## src/rtl/exp_mul_core.sv

```systemverilog
// exp_mul_core: shift-add multiply / modular exponent engine.
// A*B or A^B mod 2^WIDTH_P, with a sticky truncation flag.
module exp_mul_core #(
    parameter int WIDTH_IN = 4,
    parameter int WIDTH_P  = 30
) (
    input  logic                i_clk,
    input  logic                i_rst,
    input  logic                i_load,
    input  logic                i_start,
    input  logic                i_select,
    input  logic [WIDTH_IN-1:0] i_A,
    input  logic [WIDTH_IN-1:0] i_B,
    output logic                o_busy,
    output logic                o_done,
    output logic                o_ovf,
    output logic [WIDTH_P-1:0]  o_P
);

    localparam int SW = $clog2(WIDTH_IN);
    localparam int WS = WIDTH_P + WIDTH_IN;
    localparam logic [SW-1:0]       LAST_S = SW'(WIDTH_IN - 1);
    localparam logic [SW-1:0]       ONE_S  = SW'(1);
    localparam logic [WIDTH_IN-1:0] ONE_I  = WIDTH_IN'(1);
    localparam logic [WIDTH_P-1:0]  ONE_P  = WIDTH_P'(1);

    typedef enum logic [1:0] {IDLE, RUN, DONE} state_t;

    state_t r_state, w_next;

    logic [WIDTH_IN-1:0] r_A, r_B, r_iter;
    logic                r_sel;
    logic [SW-1:0]       r_step;
    logic [WIDTH_P-1:0]  r_acc, r_P;
    logic [WS-1:0]       r_part;
    logic                r_busy, r_done, r_ovf;

    logic          w_load, w_start, w_last_step, w_last_iter;
    logic          w_zero_exp, w_finish;
    logic [WS-1:0] w_term, w_sum;

    assign w_load      = i_load && (r_state != RUN);
    assign w_start     = i_start && !i_load && (r_state != RUN);
    assign w_last_step = (r_step == LAST_S);
    assign w_last_iter = ((r_iter + ONE_I) == r_B);
    assign w_zero_exp  = r_sel && (r_B == '0);

    // Multiply accumulates A<<i in r_part; exponent accumulates acc<<i.
    always_comb begin
        w_term = '0;
        if (r_sel) begin
            if (r_A[r_step]) w_term = WS'(r_acc) << r_step;
        end else begin
            if (r_B[r_step]) w_term = WS'(r_A) << r_step;
        end
    end

    assign w_sum    = r_part + w_term;
    assign w_finish = (r_state == RUN) &&
                      (w_zero_exp || (w_last_step && (!r_sel || w_last_iter)));

    always_ff @(posedge i_clk or posedge i_rst) begin
        if (i_rst) r_state <= IDLE;
        else       r_state <= w_next;
    end

    always_comb begin
        w_next = r_state;
        if (w_load)        w_next = IDLE;
        else if (w_start)  w_next = RUN;
        else if (w_finish) w_next = DONE;
    end

    always_ff @(posedge i_clk or posedge i_rst) begin
        if (i_rst) begin
            r_A    <= '0;
            r_B    <= '0;
            r_sel  <= 1'b0;
            r_iter <= '0;
            r_step <= '0;
            r_acc  <= '0;
            r_part <= '0;
            r_P    <= '0;
            r_busy <= 1'b0;
            r_done <= 1'b0;
            r_ovf  <= 1'b0;
        end else if (w_load) begin
            r_A    <= i_A;
            r_B    <= i_B;
            r_sel  <= i_select;
            r_done <= 1'b0;
            r_ovf  <= 1'b0;
        end else if (w_start) begin
            r_P    <= '0;
            r_busy <= 1'b1;
            r_done <= 1'b0;
            r_ovf  <= 1'b0;
            r_step <= '0;
            r_iter <= '0;
            r_part <= '0;
            r_acc  <= r_sel ? ONE_P : '0;
        end else if (r_state == RUN) begin
            if (w_zero_exp) begin
                r_P    <= r_acc;
                r_busy <= 1'b0;
                r_done <= 1'b1;
            end else begin
                r_step <= r_step + ONE_S;
                r_part <= w_sum;
                if (w_last_step && r_sel) begin
                    r_acc  <= w_sum[WIDTH_P-1:0];
                    r_part <= '0;
                    r_iter <= r_iter + ONE_I;
                    r_ovf  <= r_ovf | (|w_sum[WS-1:WIDTH_P]);
                end
                if (w_finish) begin
                    r_P    <= w_sum[WIDTH_P-1:0];
                    r_busy <= 1'b0;
                    r_done <= 1'b1;
                end
            end
        end
    end

    assign o_busy = r_busy;
    assign o_done = r_done;
    assign o_ovf  = r_ovf;
    assign o_P    = r_P;

endmodule
```

## config.mk

```make
export PLATFORM = sky130hd
export DESIGN_NAME = exp_mul_core
export DESIGN_NICKNAME = d
export VERILOG_FILES = /design/src/rtl/exp_mul_core.sv
export SDC_FILE = /design/constraint.sdc
export NUM_CORES = 1
export LEC_CHECK = 0
export BUFFER_PORTS_ARGS = -buffer_cell sky130_fd_sc_hd__buf_2
export CORE_MARGIN = 4
export CORE_UTILIZATION = 40
export CTS_CLUSTER_SIZE = 14
export DETAILED_ROUTE_END_ITERATION = 10
export PLACE_DENSITY = 0.53
export SETUP_SLACK_MARGIN = 0.15
export SLEW_MARGIN = 20
export SYNTH_ARGS = -nofsm -noshare
export SYNTH_HDL_FRONTEND = slang
export SYNTH_SLANG_ARGS = --single-unit
```

## constraint.sdc

```tcl
create_clock -name i_clk -period 4.8 [get_ports i_clk]
set_input_delay 0.96 -clock i_clk [delete_from_list [all_inputs] [get_ports i_clk]]
set_output_delay 0.96 -clock i_clk [all_outputs]
set_load 0.005 [all_outputs]
```

Word level (Yosys, flattened, before mapping)
Cells that the tools add are included.
Word-level totals
  flip-flop bits (word level): 114
  input port bits: 13
  output and inout bits: 33
  logic and storage cells: 95
Cells by class
  add/sub/neg operators: 3
  magnitude comparators: 1
  equality and inequality tests: 6
  shift operators: 2
  mux-type cells: 44
  bitwise logic cells: 2
  reduce and logical (&&, ||, !) cells: 25
Operators by type and width (number)
  $mux W30: 8
  $mux W34: 7
  $add A34 B34 Y34: 1
  $shl A30 B2 Y34: 1
  $shl A4 B2 Y34: 1
  $mux W1: 17
  $mux W4: 4
  $mux W2: 6
  $reduce_bool A3 Y1: 4
  $reduce_and A3 Y1: 3
  $logic_and A1 B1 Y1: 7
  $add A4 B1 Y4 const B: 1
  $bmux W1 S2: 2
  $eq A4 B4 Y1: 1
  $logic_not A4 Y1: 1
  $reduce_and A4 Y1: 1
  $reduce_bool A2 Y1: 2
  $reduce_bool A4 Y1: 1
  $reduce_or A4 Y1: 1
  $lt A2 B3 Y1 const B: 1
  $ne A3 B3 Y1 const B: 1
  $add A2 B1 Y2 const B: 1
  $eq A2 B1 Y1 const B: 1
  $eq A2 B2 Y1 const B: 1
  other kinds (7): 9

Logic depth before layout (Yosys ltp)
  word-level depth: 12
  mapped depth: 18
  depth with buffers taken out: 15

Worst setup path before layout
No wires, ideal clock.
  kind: flip-flop to flip-flop
  start point: register r_step[0]
  end point: register r_ovf, in the netlist o_ovf
  library setup time: 132 ps
  data arrival time: 4137 ps
  data required time: 4668 ps
  slack: 531 ps
  cell stages (with the launch flop): 15
  path buffers: 3
  period minus slack after synthesis: 4269 ps
  path through: dfrtp_1 clkbuf_1 buf_1 clkbuf_1 mux2i_1 o21ai_0 fa_1 a21oi_1 o211ai_2 a2111o_1 a211oi_4 nor2_2 a311o_1 a211oi_2 a31oi_1
On the way
  longest elaborated chain between the ends: 12
  elaborated cells between the ends (all ways): 21
  classes of those cells: add/sub (1); eq/ne (1); shift (2); mux (12); bitwise (1); reduce/logical (4)
RTL lines
  from (decl): line 33  | logic [SW-1:0] r_step;
  from (signal assigned): line 108  | r_step <= r_step + ONE_S;
  $bmux W1 S2, on equally long branches: line 54, 52
  $mux W1, on equally long branches: line 54, 52
  $mux W34, on equally long branches: line 54, 52
  $mux W34: line 51  | if (r_sel) begin
  $add A34 B34 Y34: line 58  | assign w_sum = r_part + w_term;
  $reduce_or A4 Y1: line 114  | r_ovf <= r_ovf | (|w_sum[WS-1:WIDTH_P]);
  $or A1 B1 Y1: line 114
  $mux W1: line 110  | if (w_last_step && r_sel) begin
  $mux W1: line 103  | if (w_zero_exp) begin
  $mux W1: line 102  | end else if (r_state == RUN) begin
  $mux W1: line 93  | end else if (w_start) begin
  $mux W1: line 87  | end else if (w_load) begin
  to (signal assigned): line 114
  to (decl): line 36  | logic r_busy, r_done, r_ovf;
Parallel ways exist; a longest one is shown, timed or not. The select of a mux whose other input is x is not followed.
A chain may end at the register's enable or synchronous reset.

Worst setup path after layout
Same ends and word-level chain as after synthesis.

==> metrics.yaml <==
rsz0062_at_grt: "false"
syn_area_um2: 7493
antenna_left: 0
timing.final.crit_share_pct: 89.24
cts_resized: 0
crit_path_end: "o_ovf"
grt_max_degree: 63
cts_tree: "yes"
drive_gt1_share_pct: 17.66
fin_tns_setup_ns: 0
core-area_um2: 18210
final_cells: 1084
post-place-cells: 1052
nets: 891
r2r_start: "r_step[0]"
die_w_um: 144.9
hold_path_class: "flop to flop"
cts.sinks: 114
clk_path_buf_depth: 2
slew_headroom_pct: 36.63
synth_top_area_cell: "dfrtp_1"
top_level_ports: 46
ys.flop_type: "dfrtp_1"
p_per_area_nw_per_um2: 546.5
r2r_end: "o_ovf"
drtIter0Drc: 531
cp.required_ns: 5.10
place_hpwl_um: 15640
post-route-min-period_ns: 4.284
grt_pass1_vias: 6518
grt.overflow.total: 0
worstSetupPathType: "flop to flop"
rows: 49
final_max_slew_viol_count: 0
synthTopCellsByArea: "dfrtp_1, ha_1, mux4_2, o21ai_0, nand3_1"
maxCapViolations: 0
ys_ff_latch: 114
postCtsSetupRepairBufs: 0
hold_viol_final: 0
initial_utilization_pct: 41.15
status: "complete, no violations"
antenna_found_initial: 0
setup_viol: 0
drt-vias-per-instance: 5.958
clk_pin_slew_ns: 0.06
leakagePower_nw: 4.043
r2r_slack_ns: 0.52
diodes: 0
finalWeightedCongestion: 0.9564
synth_edf_count: 0
fmax_ghz: 0.2334
routed_wl_um: 21920
fin_skew_ns: 0.007828
worst_r2r_path_depth: 15
n_fill_cell: 1716
synthesis.instances: 806
dieHeight_um: 144.9
cts_inserted_buffers: 17
crit_fanout: 32
startpoint_type: "flop"
syn_avg_cell_area_um2: 9.297
placement.io_buffers: 45
htreeDepth: 4
drt_drc_violations_left: 0
end_kind: "flop"
vdd_ir_drop_max_v: 0.0002839
grt_usage_pct: 22.15
tightest_slew_ns: 0.9495
synthArstFlopShare_pct: 100.0
ys_types: 67
grt_pass1_wl_um: 35900
post-synth-top-area-fraction_pct: 38.07
hold_buffers: 0
arrival_ns: 4.58
ys_seq_area_share_pct: 38.07
root_buffer: "clkbuf_16"
dieArea_um2: 20990
postLayoutCoreUtil_pct: 47.32
wl_per_cell_um: 20.22
worstSetupStartpoint: "r_step[0]"
drtPass1Iterations: 5
area_growth_pct: 14.99
clock_latency_ns: 0.42
syn_nets: 855
yosys_warnings: 0
finalPower_mw: 4.709
num_vias: 6459
cells by family (layout without fill, tap and decap cells):
| family | after synthesis | count (layout) | share of synthesized area, % |
|---|---|---|---|
| AO/OA/AOI/OAI | 229 | 229 | 20.39 |
| AND/OR/NAND/NOR | 273 | 273 | 16.95 |
| buffers and inverters | 58 | 107 | 3.022 |
| XOR/XNOR | 37 | 37 | 4.325 |
| flip-flops | 114 | 114 | 38.07 |
| adder cells (fa/ha/maj) | 36 | 36 | 6.111 |
| multiplexers | 59 | 59 | 11.14 |
power by group:
group	leakage [nW]	switching [mW]	internal [mW]
combinational	2.19	1.20	0.713
clock	0.305	0.479	0.894
sequential	1.55	0.229	1.20
total	4.04	1.91	2.80
synthesized netlist by cell type (2+ instances only):
cell       number
a22o_1         22
nor2b_1        28
xor2_1         17
nand2_1        95
nor3_1          8
o21ai_0        78
xnor2_1        20
o21bai_1        7
nand4_1         2
o22ai_1         4
nor2_1         45
o31ai_1         2
a22oi_1         6
inv_1          13
nand3_1        73
a31oi_1         6
mux2_2         15
a2111oi_4       2
buf_1           4
a21oi_1        47
a211oi_2        2
mux4_2         18
and3_1          6
ha_1           35
mux2i_1        26
a311oi_1        2
and2_1          3
clkbuf_1       39
nand2b_1        3
o21a_1          2
a21o_1          8
o211ai_1        3
a211oi_1       12
o21ai_1         3
dfrtp_1       114
a21oi_2         3
and4_1          3
cell type report:
cell class,count,area (µm²),area share (%)
multi-input combinational,634,4436,51.47
sequential,114,2854,33.12
clock buffer,19,452.9,5.256
timing repair buffer,62,352.8,4.095
tap,229,286.5,3.325
clock inverter,13,183.9,2.134
inverter,13,51.30,0.5953
layout by cell type (no fill, tap or decap), drive strengths merged, types with 17 or more instances in the layout:
master and n:
mux2i 26, a22o 22, buf 62, dfrtp 114, a21oi 51, xor2 17
xnor2 20, nor2 46, clkbuf 19, mux4 18, nand3 74, ha 35
o21ai 82, nor2b 28, nand2 95
flip-flops by register name, indices dropped and copies added, names as in the netlist:
register  cells
r_sel         1
r_acc        30
o_ovf         1
r_iter        4
o_P          30
r_part       34
r_state       2
o_done        1
r_B           4
o_busy        1
r_A           4
r_step        2
metal layers:
| metal | wire, µm | GRT usage [%] | share of wire, % | vias to the layer above |
|---|---|---|---|---|
| li1 | - | - | - | 3030 |
| met1 | 10500 | 31.59 | 48 | 3230 |
| met2 | 9949 | 33.96 | 45 | 165 |
| met3 | 1092 | 4.075 | 5.0 | 34 |
| met4 | 376 | 7.560 | 1.7 | 0 |
| met5 | 0 | 0 | 0 | - |
through the flow:
| step | instance area [µm²] | hold WS, ns | worst slack, ns |
|---|---|---|---|
| 2_1_floorplan | 7493 | 0.4563 | 0.5307 |
| 3_3_place_gp | 7975 | 0.4617 | 0.6542 |
| 3_5_place_dp | 7975 | 0.4602 | 0.5405 |
| 4_1_cts | 8612 | 0.4728 | 0.5249 |
| 5_1_grt | 8617 | 0.5147 | 0.2534 |
| 6_report | 8617 | 0.4652 | 0.5164 |
worst min path at each step:
stage	start	endpoint	cells past startpoint	slack (ns)
after floorplan	r_part[10]	r_part[10]	2	0.46
after global placement	o_P[21]	o_P[21]	2	0.46
after detailed placement	o_P[21]	o_P[21]	2	0.46
after global routing	o_P[7]	o_P[7]	2	0.51
after CTS	o_P[21]	o_P[21]	2	0.47
final	o_P[21]	o_P[21]	2	0.47
worst max-delay path: stages, from the launching register on:
cell and delay [ns]:
dfrtp_2 0.37, buf_4 0.42, mux2i_1 0.25, nor3_1 0.09, a22oi_1 0.18, nor2_1 0.06, ha_1 0.22, fa_1 0.42
a21oi_1 0.27, o211ai_2 0.16, a2111o_1 0.52, a211oi_4 0.39, nor2_2 0.07, a311o_1 0.39, a211oi_2 0.22, a31oi_1 0.10
No activity file was read; power rests on OpenSTA's default activity.
